===== config.mk =====
export PLATFORM = sky130hd
export DESIGN_NAME = alu_writeback_flat
export DESIGN_NICKNAME = d
export VERILOG_FILES = /design/src/rtl/alu_writeback_pkg.sv /design/src/rtl/alu_writeback_if.sv /design/src/rtl/alu_writeback_fifo.sv /design/src/rtl/alu_writeback.sv /design/src/flat_wrapper.sv
export SDC_FILE = /design/constraint.sdc
export NUM_CORES = 1
export LEC_CHECK = 0
export BUFFER_PORTS_ARGS = -buffer_cell sky130_fd_sc_hd__buf_2
export CORE_ASPECT_RATIO = 2
export CORE_MARGIN = 2
export CORE_UTILIZATION = 45
export CTS_CLUSTER_DIAMETER = 200
export CTS_CLUSTER_SIZE = 8
export DETAILED_ROUTE_END_ITERATION = 8
export PLACE_DENSITY = 0.87
export SLEW_MARGIN = 20
export SYNTH_ARGS = -nofsm -noshare
export SYNTH_HDL_FRONTEND = slang
export SYNTH_SLANG_ARGS = --single-unit

===== constraint.sdc =====
create_clock -name clk -period 3.1 [get_ports clk]
set_clock_uncertainty 0.05 [all_clocks]
set_input_delay 0.465 -clock clk [delete_from_list [all_inputs] [get_ports clk]]
set_output_delay 0.465 -clock clk [all_outputs]
set_load 0.03 [all_outputs]

===== src/rtl/alu_writeback_pkg.sv =====
// Shared types and constants for the ALU writeback block.
// Holds the flag bit layout that the ALU and writeback agree on.
package alu_writeback_pkg;

    // Flag vector bit positions, shared with the ALU flag inputs.
    localparam int FLAG_Z = 3;
    localparam int FLAG_N = 2;
    localparam int FLAG_C = 1;
    localparam int FLAG_O = 0;
    localparam int FLAG_W = 4;

    localparam int DATA_W = 16;

    // Packed so that bit 3 is Z and bit 0 is O, matching FLAG_*.
    typedef struct packed {
        logic z;
        logic n;
        logic c;
        logic o;
    } flags_t;

    function automatic flags_t flags_from_vec(
        input logic [FLAG_W-1:0] v
    );
        flags_t f;
        f.z = v[FLAG_Z];
        f.n = v[FLAG_N];
        f.c = v[FLAG_C];
        f.o = v[FLAG_O];
        return f;
    endfunction

endpackage


===== src/rtl/alu_writeback_if.sv =====
// Execute-to-writeback bundle: ALU op handshake, flush, register-file write
// port, architectural flags and buffer occupancy. master = execute side.
interface alu_writeback_if
    import alu_writeback_pkg::*;
#(
    parameter int DEPTH = 2,
    parameter int AW    = 3
);
    localparam int CW = $clog2(DEPTH) + 1;

    logic              in_valid;
    logic              alu_ready;
    logic              in_ready;
    logic [DATA_W-1:0] res;
    logic [FLAG_W-1:0] flag_next;
    logic              res_we;
    logic              flag_we;
    logic [AW-1:0]     dest;
    logic              flush;

    logic              wb_valid;
    logic              wb_ready;
    logic [DATA_W-1:0] wb_data;
    logic [AW-1:0]     wb_addr;

    logic              Zflag;
    logic              Nflag;
    logic              Cflag;
    logic              Oflag;
    logic [CW-1:0]     pending;

    modport master (
        output in_valid, alu_ready, res, flag_next,
        output res_we, flag_we, dest, flush, wb_ready,
        input  in_ready, wb_valid, wb_data, wb_addr,
        input  Zflag, Nflag, Cflag, Oflag, pending
    );

    modport slave (
        input  in_valid, alu_ready, res, flag_next,
        input  res_we, flag_we, dest, flush, wb_ready,
        output in_ready, wb_valid, wb_data, wb_addr,
        output Zflag, Nflag, Cflag, Oflag, pending
    );

endinterface


===== src/rtl/alu_writeback_fifo.sv =====
// wb_fifo: DEPTH-entry result buffer with count, wrapping pointers, flush.
// Ports: clk, rst, push_i/push_data_i, pop_i, flush_i, head_o, count_o, full_o.
module wb_fifo #(
    parameter int DEPTH = 2,
    parameter int W     = 19,
    localparam int PW   = $clog2(DEPTH),
    localparam int CW   = PW + 1
) (
    input  logic          clk,
    input  logic          rst,
    input  logic          push_i,
    input  logic [W-1:0]  push_data_i,
    input  logic          pop_i,
    input  logic          flush_i,
    output logic [W-1:0]  head_o,
    output logic [CW-1:0] count_o,
    output logic          full_o
);

    logic [W-1:0]  mem_q [DEPTH];
    logic [PW-1:0] wr_ptr_q, wr_ptr_d;
    logic [PW-1:0] rd_ptr_q, rd_ptr_d;
    logic [CW-1:0] count_q, count_d;
    logic          full;
    logic          empty;
    logic          do_push;
    logic          do_pop;

    assign full  = (count_q == CW'(DEPTH));
    assign empty = (count_q == '0);

    // Guard against overflow/underflow even if the caller misbehaves.
    assign do_push = push_i & ~full;
    assign do_pop  = pop_i & ~empty;

    always_comb begin
        wr_ptr_d = wr_ptr_q;
        rd_ptr_d = rd_ptr_q;
        count_d  = count_q;
        if (flush_i) begin
            wr_ptr_d = '0;
            rd_ptr_d = '0;
            count_d  = '0;
        end else begin
            // DEPTH is a power of two, so pointers wrap naturally.
            if (do_push) wr_ptr_d = wr_ptr_q + PW'(1);
            if (do_pop)  rd_ptr_d = rd_ptr_q + PW'(1);
            unique case ({do_push, do_pop})
                2'b10:   count_d = count_q + CW'(1);
                2'b01:   count_d = count_q - CW'(1);
                default: count_d = count_q;
            endcase
        end
    end

    always_ff @(posedge clk or posedge rst) begin
        if (rst) begin
            wr_ptr_q <= '0;
            rd_ptr_q <= '0;
            count_q  <= '0;
        end else begin
            wr_ptr_q <= wr_ptr_d;
            rd_ptr_q <= rd_ptr_d;
            count_q  <= count_d;
        end
    end

    // Data storage carries no reset; validity is tracked by count_q.
    always_ff @(posedge clk) begin
        if (do_push && !flush_i) begin
            mem_q[wr_ptr_q] <= push_data_i;
        end
    end

    assign head_o  = mem_q[rd_ptr_q];
    assign count_o = count_q;
    assign full_o  = full;

endmodule


===== src/rtl/alu_writeback.sv =====
// ALU writeback: accepts completed ALU ops, updates flags, buffers results.
// Ports: clk, rst, bus (alu_writeback_if.slave: op in, reg-file write out).
module alu_writeback
    import alu_writeback_pkg::*;
#(
    parameter int DEPTH = 2,
    parameter int AW    = 3
) (
    input  logic           clk,
    input  logic           rst,
    alu_writeback_if.slave bus
);

    localparam int W  = AW + DATA_W;
    localparam int CW = $clog2(DEPTH) + 1;

    logic          live_q;
    flags_t        flags_q, flags_d;
    logic          in_ready;
    logic          accept;
    logic          push;
    logic          pop;
    logic          full;
    logic          wb_valid;
    logic [W-1:0]  head;
    logic [CW-1:0] count;

    // live_q keeps in_ready low during reset and raises it one edge later.
    // in_ready depends on registered state only, so a pop never re-opens
    // a full buffer within the same cycle.
    assign in_ready = live_q & ~full;
    assign accept   = bus.in_valid & bus.alu_ready & in_ready;
    assign push     = accept & bus.res_we;
    assign wb_valid = (count != '0);
    assign pop      = wb_valid & bus.wb_ready;

    always_comb begin
        flags_d = flags_q;
        if (accept && bus.flag_we) begin
            flags_d = flags_from_vec(bus.flag_next);
        end
    end

    always_ff @(posedge clk or posedge rst) begin
        if (rst) begin
            live_q  <= 1'b0;
            flags_q <= '0;
        end else begin
            live_q  <= 1'b1;
            flags_q <= flags_d;
        end
    end

    wb_fifo #(
        .DEPTH (DEPTH),
        .W     (W)
    ) u_fifo (
        .clk         (clk),
        .rst         (rst),
        .push_i      (push),
        .push_data_i ({bus.dest, bus.res}),
        .pop_i       (pop),
        .flush_i     (bus.flush),
        .head_o      (head),
        .count_o     (count),
        .full_o      (full)
    );

    assign bus.in_ready = in_ready;
    assign bus.wb_valid = wb_valid;
    assign bus.wb_data  = head[DATA_W-1:0];
    assign bus.wb_addr  = head[W-1 -: AW];
    assign bus.pending  = count;
    assign bus.Zflag    = flags_q.z;
    assign bus.Nflag    = flags_q.n;
    assign bus.Cflag    = flags_q.c;
    assign bus.Oflag    = flags_q.o;

endmodule

===== src/flat_wrapper.sv =====
// flat-port wrapper written by rule: the top's interface ports become plain ports
module alu_writeback_flat import alu_writeback_pkg::*;
#(
    parameter int DEPTH = 2,
    parameter int AW    = 3
)
  (clk, rst, bus_in_valid, bus_alu_ready, bus_res, bus_flag_next, bus_res_we, bus_flag_we, bus_dest, bus_flush, bus_wb_ready, bus_in_ready, bus_wb_valid, bus_wb_data, bus_wb_addr, bus_Zflag, bus_Nflag, bus_Cflag, bus_Oflag, bus_pending);
  alu_writeback_if #(.DEPTH(DEPTH), .AW(AW)) bus_i ();
  input  logic clk;
  input  logic rst;
  input wire logic [$bits(bus_i.in_valid)-1:0] bus_in_valid;
  input wire logic [$bits(bus_i.alu_ready)-1:0] bus_alu_ready;
  input wire logic [$bits(bus_i.res)-1:0] bus_res;
  input wire logic [$bits(bus_i.flag_next)-1:0] bus_flag_next;
  input wire logic [$bits(bus_i.res_we)-1:0] bus_res_we;
  input wire logic [$bits(bus_i.flag_we)-1:0] bus_flag_we;
  input wire logic [$bits(bus_i.dest)-1:0] bus_dest;
  input wire logic [$bits(bus_i.flush)-1:0] bus_flush;
  input wire logic [$bits(bus_i.wb_ready)-1:0] bus_wb_ready;
  output wire logic [$bits(bus_i.in_ready)-1:0] bus_in_ready;
  output wire logic [$bits(bus_i.wb_valid)-1:0] bus_wb_valid;
  output wire logic [$bits(bus_i.wb_data)-1:0] bus_wb_data;
  output wire logic [$bits(bus_i.wb_addr)-1:0] bus_wb_addr;
  output wire logic [$bits(bus_i.Zflag)-1:0] bus_Zflag;
  output wire logic [$bits(bus_i.Nflag)-1:0] bus_Nflag;
  output wire logic [$bits(bus_i.Cflag)-1:0] bus_Cflag;
  output wire logic [$bits(bus_i.Oflag)-1:0] bus_Oflag;
  output wire logic [$bits(bus_i.pending)-1:0] bus_pending;
  assign bus_i.in_valid = bus_in_valid;
  assign bus_i.alu_ready = bus_alu_ready;
  assign bus_i.res = bus_res;
  assign bus_i.flag_next = bus_flag_next;
  assign bus_i.res_we = bus_res_we;
  assign bus_i.flag_we = bus_flag_we;
  assign bus_i.dest = bus_dest;
  assign bus_i.flush = bus_flush;
  assign bus_i.wb_ready = bus_wb_ready;
  assign bus_in_ready = bus_i.in_ready;
  assign bus_wb_valid = bus_i.wb_valid;
  assign bus_wb_data = bus_i.wb_data;
  assign bus_wb_addr = bus_i.wb_addr;
  assign bus_Zflag = bus_i.Zflag;
  assign bus_Nflag = bus_i.Nflag;
  assign bus_Cflag = bus_i.Cflag;
  assign bus_Oflag = bus_i.Oflag;
  assign bus_pending = bus_i.pending;
  alu_writeback #(.DEPTH(DEPTH), .AW(AW)) u_core (.clk(clk), .rst(rst), .bus(bus_i));
endmodule

==> flow_summary.json, run 1 <==
{
  "outcome": "finished, final reports clean",
  "cp_slowest_cell": "dfrtp_1",
  "syn_to_final_growth_pct": 25.22,
  "tightest_slew_ns": 0.8379,
  "post-cts-setup-buffers": 0,
  "min_period_ns": 2.299,
  "dr.pass1.iters": 4,
  "drt_iter0_markers": 17,
  "fin_cells": 216,
  "root_buffer": "clkbuf_8",
  "period_share_pct": 74.17,
  "mostFrequentLayoutCells": "57 x buf_2, 38 x edfxtp_1, 23 x mux2_2",
  "fin_ws_ns": 0.8007,
  "cts.path.max_buffers": 2,
  "startpoint_type": "flip-flop",
  "relSlewSlack_pct": 44.14,
  "fp.dieW_um": 49.29,
  "area.sequential_um2": 1366,
  "place_ws_ns": 1.114,
  "layout_commonest_cell": "buf_2",
  "num_vias": 1078,
  "portBuffers": 57,
  "max_stage_delay_ns": 0.89,
  "fmax_mhz": 434.9,
  "netlist_instances": 99,
  "drv_slew": 0,
  "initial_utilization_pct": 46.08,
  "synth_cell_type_count": 27,
  "hold_buffers": 0,
  "cap_violations": 0,
  "seq_area_frac_synth_pct": 74.03,
  "hold_viol_final": 0,
  "yosys_warnings": 0,
  "rsz0062_at_grt": "no",
  "ys_ff_latch": 47,
  "die_y_um": 94.57,
  "cp_max_fo": 20,
  "grt_first_pass_wirelength_um": 4774,
  "cts-htree-levels": 2,
  "grt_use_total_pct": 13.92,
  "syn_area_per_cell_um2": 18.64,
  "insertion_delay_ns": 0.29,
  "tns_ns": 0,
  "remaining_drc_errors": 0,
  "antenna_cells": 0,
  "nets": 194,
  "antenna_left": 0,
  "p_per_area_nw_per_um2": 503.9,
  "timing_worst_setup_path_type": "reg -> out",
  "end_kind": "output pin",
  "leakage_uw": 0.0008884,
  "cts_tree": "done",
  "rows": 33,
  "worstPathArrival_ns": 1.78,
  "final_layout_size_suffix_gt1_share_pct": 58.54,
  "wl_per_cell_um": 13.94,
  "viasPerCell": 4.991,
  "gp_congestion": 0.6239,
  "cts_num_sinks": 47,
  "grt_start_max_net_pins": 21,
  "place_hpwl_um": 2167,
  "grt_antenna_before_repair": 0,
  "die_area_um2": 4661,
  "dp.cells": 208,
  "wirelength_um": 3010,
  "netlist_area_um2": 1846,
  "worstPathRequired_ns": 2.58,
  "core_um2": 4005,
  "cts-resized-gates": 0,
  "io_pins": 58,
  "path_clk_slew_ns": 0.08,
  "syn_nets": 130,
  "peakVddDrop_mv": 0.5071,
  "first_global_vias": 1094,
  "setup_viol": 0,
  "grt.overflow.total": 0,
  "multi_input_area_um2": 495.5,
  "hold_class": "in -> async",
  "cts_buffers": 5,
  "n_fill_cell": 314,
  "crit_chain": "mux2_2, buf_2"
}
cells by family after synthesis:
group / count (synthesis) / share of synthesized area (%)
compound gates: 6 / 3.051
buf+inv: 3 / 0.7456
other cells: 1 / 0.2032
flops: 47 / 74.03
mux: 23 / 14.03
xor+xnor: 1 / 0.4747
simple gates: 18 / 7.459
where the power goes:
group / total [µW] / leakage (µW) / switching, µW / internal, µW
combinational: 125 / 0.000391 / 75.7 / 49.8
clock: 327 / 0.0000403 / 173 / 154
sequential: 712 / 0.000457 / 13.2 / 699
per-stage QoR:
step | utilization [%] | total power [µW] | hold WS (ns) | cell area [µm²]
after global placement | 55.70 | 847.9 | 0.3855 | 2231
after floorplan | - | 799.2 | 0.2429 | 1858
after CTS | 57.70 | 1177 | 0.07920 | 2311
final | 57.70 | 1164 | 0.06848 | 2311
after global routing | 57.70 | 1208 | 0.09083 | 2311
after detailed placement | 55.70 | 852.9 | 0.3924 | 2231
layer usage:
metal  GRT usage (%)  routed length [µm]  vias to the layer above
li1                -                   -                      508
met1           15.52                1145                      511
met2           23.42                1555                       50
met3           4.747                 244                        9
met4           6.905                  65                        0
met5               0                   0                        -
layout make-up:
type                    instances  share of cell area [%]
clock inverters                 2                  0.3249
repair buffers                 59                   12.99
well taps                      52                   2.815
multi-input cells              49                   21.44
clock buffers                   6                   3.140
flip-flops and latches         47                   59.12
inverters                       1                  0.1624
worst max-delay path, delay by kind of cell (launching register included):
kind / cells / cell delay (ns)
mux: 1 / 0.42
flops: 1 / 0.89
buf+inv: 1 / 0.18
flip-flops by register name, indices dropped and copies added, names as in the netlist:
name and cells:
u_core.bus.Oflag 1, u_core.u_fifo.mem_q 38, u_core.u_fifo.rd_ptr_q 1, u_core.bus.Nflag 1, u_core.u_fifo.wr_ptr_q 1, u_core.live_q 1, u_core.bus.Cflag 1, u_core.bus.Zflag 1
u_core.u_fifo.count_o 2
Yosys cell counts (all sizes together):
cell,count,share of area (%)
inv,1,0.20
nand3b,1,0.41
nor4b,1,0.47
dfrtp,9,12
xor2,1,0.47
nand2,2,0.41
edfxtp,38,62
nor2b,1,0.75
a2111oi,1,0.81
and2,1,0.41
nor2,2,0.41
o2bb2a,1,1.1
or2,1,0.34
conb,1,0.20
nand2b,1,0.34
and3,1,0.34
or3,1,0.34
mux2,23,14
a31oi,1,0.34
a21oi,1,0.27
nand4,1,1.2
nand3,1,0.54
o21ai,2,0.54
and2b,1,0.41
nor4,2,0.68
buf,2,0.54
and4,1,0.47
worst paths after layout:
path	cells after the start	slack, ns	startpoint	endpoint
worst max-delay path	2	0.80	u_core.u_fifo.rd_ptr_q$_DFFE_PP0P_	bus_wb_data[15]
worst min-delay path	2	0.07	rst	u_core.bus.Cflag$_DFFE_PP0P_
min in group clk	1	0.31	bus_res[0]	u_core.u_fifo.mem_q[0][0]$_DFFE_PP_
worst min register to register	1	0.46	u_core.bus.Oflag$_DFFE_PP0P_	u_core.bus.Oflag$_DFFE_PP0P_
worst max register to register	3	1.54	u_core.u_fifo.count_o[1]$_DFFE_PP0P_	u_core.u_fifo.mem_q[1][12]$_DFFE_PP_
max in group asynchronous	2	2.68	rst	u_core.u_fifo.count_o[0]$_DFFE_PP0P_
No activity file was read; power rests on OpenSTA's default activity.
==> run 2: changes to the inputs <==
- CORE_UTILIZATION: 45 -> 50
- PLACE_DENSITY: 0.87 -> 0.9
- clock period: 3.1 -> 2.4 ns (I/O delays scaled with it)
==> flow_summary.json, run 2 (synthesis gave the netlist of run 1 again) <==
{
  "outcome": "finished, final reports clean",
  "die_area_um2": 4223,
  "cts.path.max_buffers": 2,
  "hold_path_depth": 1,
  "dr.pass1.iters": 4,
  "antenna_left": 0,
  "top_register": "u_core.u_fifo.mem_q",
  "initial_utilization_pct": 51.72,
  "wirelength_um": 3028,
  "leakage_uw": 0.0008989,
  "root_buffer": "clkbuf_8",
  "period_share_pct": 78.72,
  "rows": 31,
  "largest_reg_flops": 38,
  "gp_congestion": 0.7269,
  "grt_first_pass_wirelength_um": 4781,
  "num_vias": 1068,
  "path_clk_slew_ns": 0.08,
  "worstPathRequired_ns": 1.99,
  "min_period_ns": 1.889,
  "grt_start_max_net_pins": 20,
  "hold_class": "in -> reg",
  "cp_max_fo": 19,
  "tightest_slew_ns": 0.5610,
  "n_fill_cell": 282,
  "grt_use_total_pct": 15.97,
  "place_hpwl_um": 2324,
  "wl_per_cell_um": 14.08,
  "mostFrequentLayoutCells": "57 x buf_2, 38 x edfxtp_1, 23 x mux2_2",
  "cts-htree-levels": 2,
  "startpoint_type": "flip-flop",
  "cts_tree": "done",
  "insertion_delay_ns": 0.29,
  "timing_worst_setup_path_type": "reg -> out",
  "drv_slew": 0,
  "nets": 196,
  "viasPerCell": 4.967,
  "die_y_um": 89.92,
  "remaining_drc_errors": 0,
  "layout_commonest_cell": "buf_2",
  "peakVddDrop_mv": 0.4938,
  "fp.dieW_um": 46.96,
  "post-cts-setup-buffers": 0,
  "tns_ns": 0,
  "p_per_area_nw_per_um2": 651.8,
  "final_layout_size_suffix_gt1_share_pct": 59.64,
  "worstPathArrival_ns": 1.48,
  "rr_worst_depth": 3,
  "portBuffers": 57,
  "dp.cells": 206,
  "io_pins": 58,
  "first_global_vias": 1172,
  "setup_viol": 0,
  "fin_cells": 215,
  "hold_viol_final": 0,
  "antenna_cells": 0,
  "cts_num_sinks": 47,
  "cap_violations": 0,
  "relSlewSlack_pct": 62.32,
  "grt_antenna_before_repair": 0,
  "final_util_pct": 65.29,
  "syn_to_final_growth_pct": 26.24,
  "core_um2": 3568,
  "end_kind": "output pin",
  "grt.overflow.total": 0,
  "drt_iter0_markers": 25,
  "rsz0062_at_grt": "no",
  "cts_buffers": 5,
  "fmax_mhz": 529.3
}
## run 2: changes by cell type in the layout (fill, tap and decap cells not counted)
cell	before	now
buf_4	2	3
clkinv_1	2	0
clkinv_2	0	1
clkinvlp_4	0	1
dlygate4sd3_1	0	1
## run 2: what timing repair did
action	in CTS	in global routing
resized for setup	0	0
hold buffers	1	0
endpoints found under the hold margin	9	0
## run 2: final cells by class
class | instances | area [µm²] | share of cell area (%)
multi-input combinational | 49 | 495.5 | 21.27
sequential | 47 | 1366 | 58.65
tap | 49 | 61.31 | 2.632
clock inverter | 2 | 12.51 | 0.5371
inverter | 1 | 3.754 | 0.1611
timing repair buffer | 61 | 317.8 | 13.64
clock buffer | 6 | 72.57 | 3.115
## run 2: metrics by stage
step	hold slack [ns]	total power (µW)	worst slack [ns]	area (µm²)
floorplan	0.1379	1032	0.01147	1858
global placement	0.2774	1097	0.5958	2235
detailed placement	0.2911	1103	0.5195	2235
CTS	0.1917	1537	0.4785	2330
global route	0.1837	1587	0.4166	2330
finish	0.2037	1519	0.5107	2330
## run 2: path summary, 6_finish.rpt
kind | startpoint | endpoint | slack [ns]
worst max-delay path | u_core.u_fifo.rd_ptr_q$_DFFE_PP0P_ | bus_wb_data[4] | 0.51
worst min-delay path | bus_res[11] | u_core.u_fifo.mem_q[0][11]$_DFFE_PP_ | 0.20
worst max register to register | u_core.u_fifo.count_o[1]$_DFFE_PP0P_ | u_core.u_fifo.mem_q[1][0]$_DFFE_PP_ | 0.55
worst min register to register | u_core.bus.Cflag$_DFFE_PP0P_ | u_core.bus.Cflag$_DFFE_PP0P_ | 0.46
max in group asynchronous | rst | u_core.u_fifo.count_o[1]$_DFFE_PP0P_ | 1.52
min in group asynchronous | rst | u_core.u_fifo.wr_ptr_q$_DFFE_PP0P_ | 0.52
## run 2: where the power goes
group / leakage [µW] / internal, µW / switching, µW
Clock: 0.0000412 / 203 / 230
Sequential: 0.000457 / 903 / 13.2
Combinational: 0.000401 / 66.0 / 103
Total: 0.000899 / 1170 / 346
## run 2: metal layers
metal,share of wire [%],up-vias,track usage [%]
met3,8.5,0,6.827
met4,0,0,6.019
met5,0,-,0
li1,-,514,-
met1,34,507,15.22
met2,58,47,27.85
## run 2: critical path, stage by stage, from the launching register on
cell     delay, ns
dfrtp_1       0.37
buf_4         0.27
mux2_2        0.37
buf_2         0.18
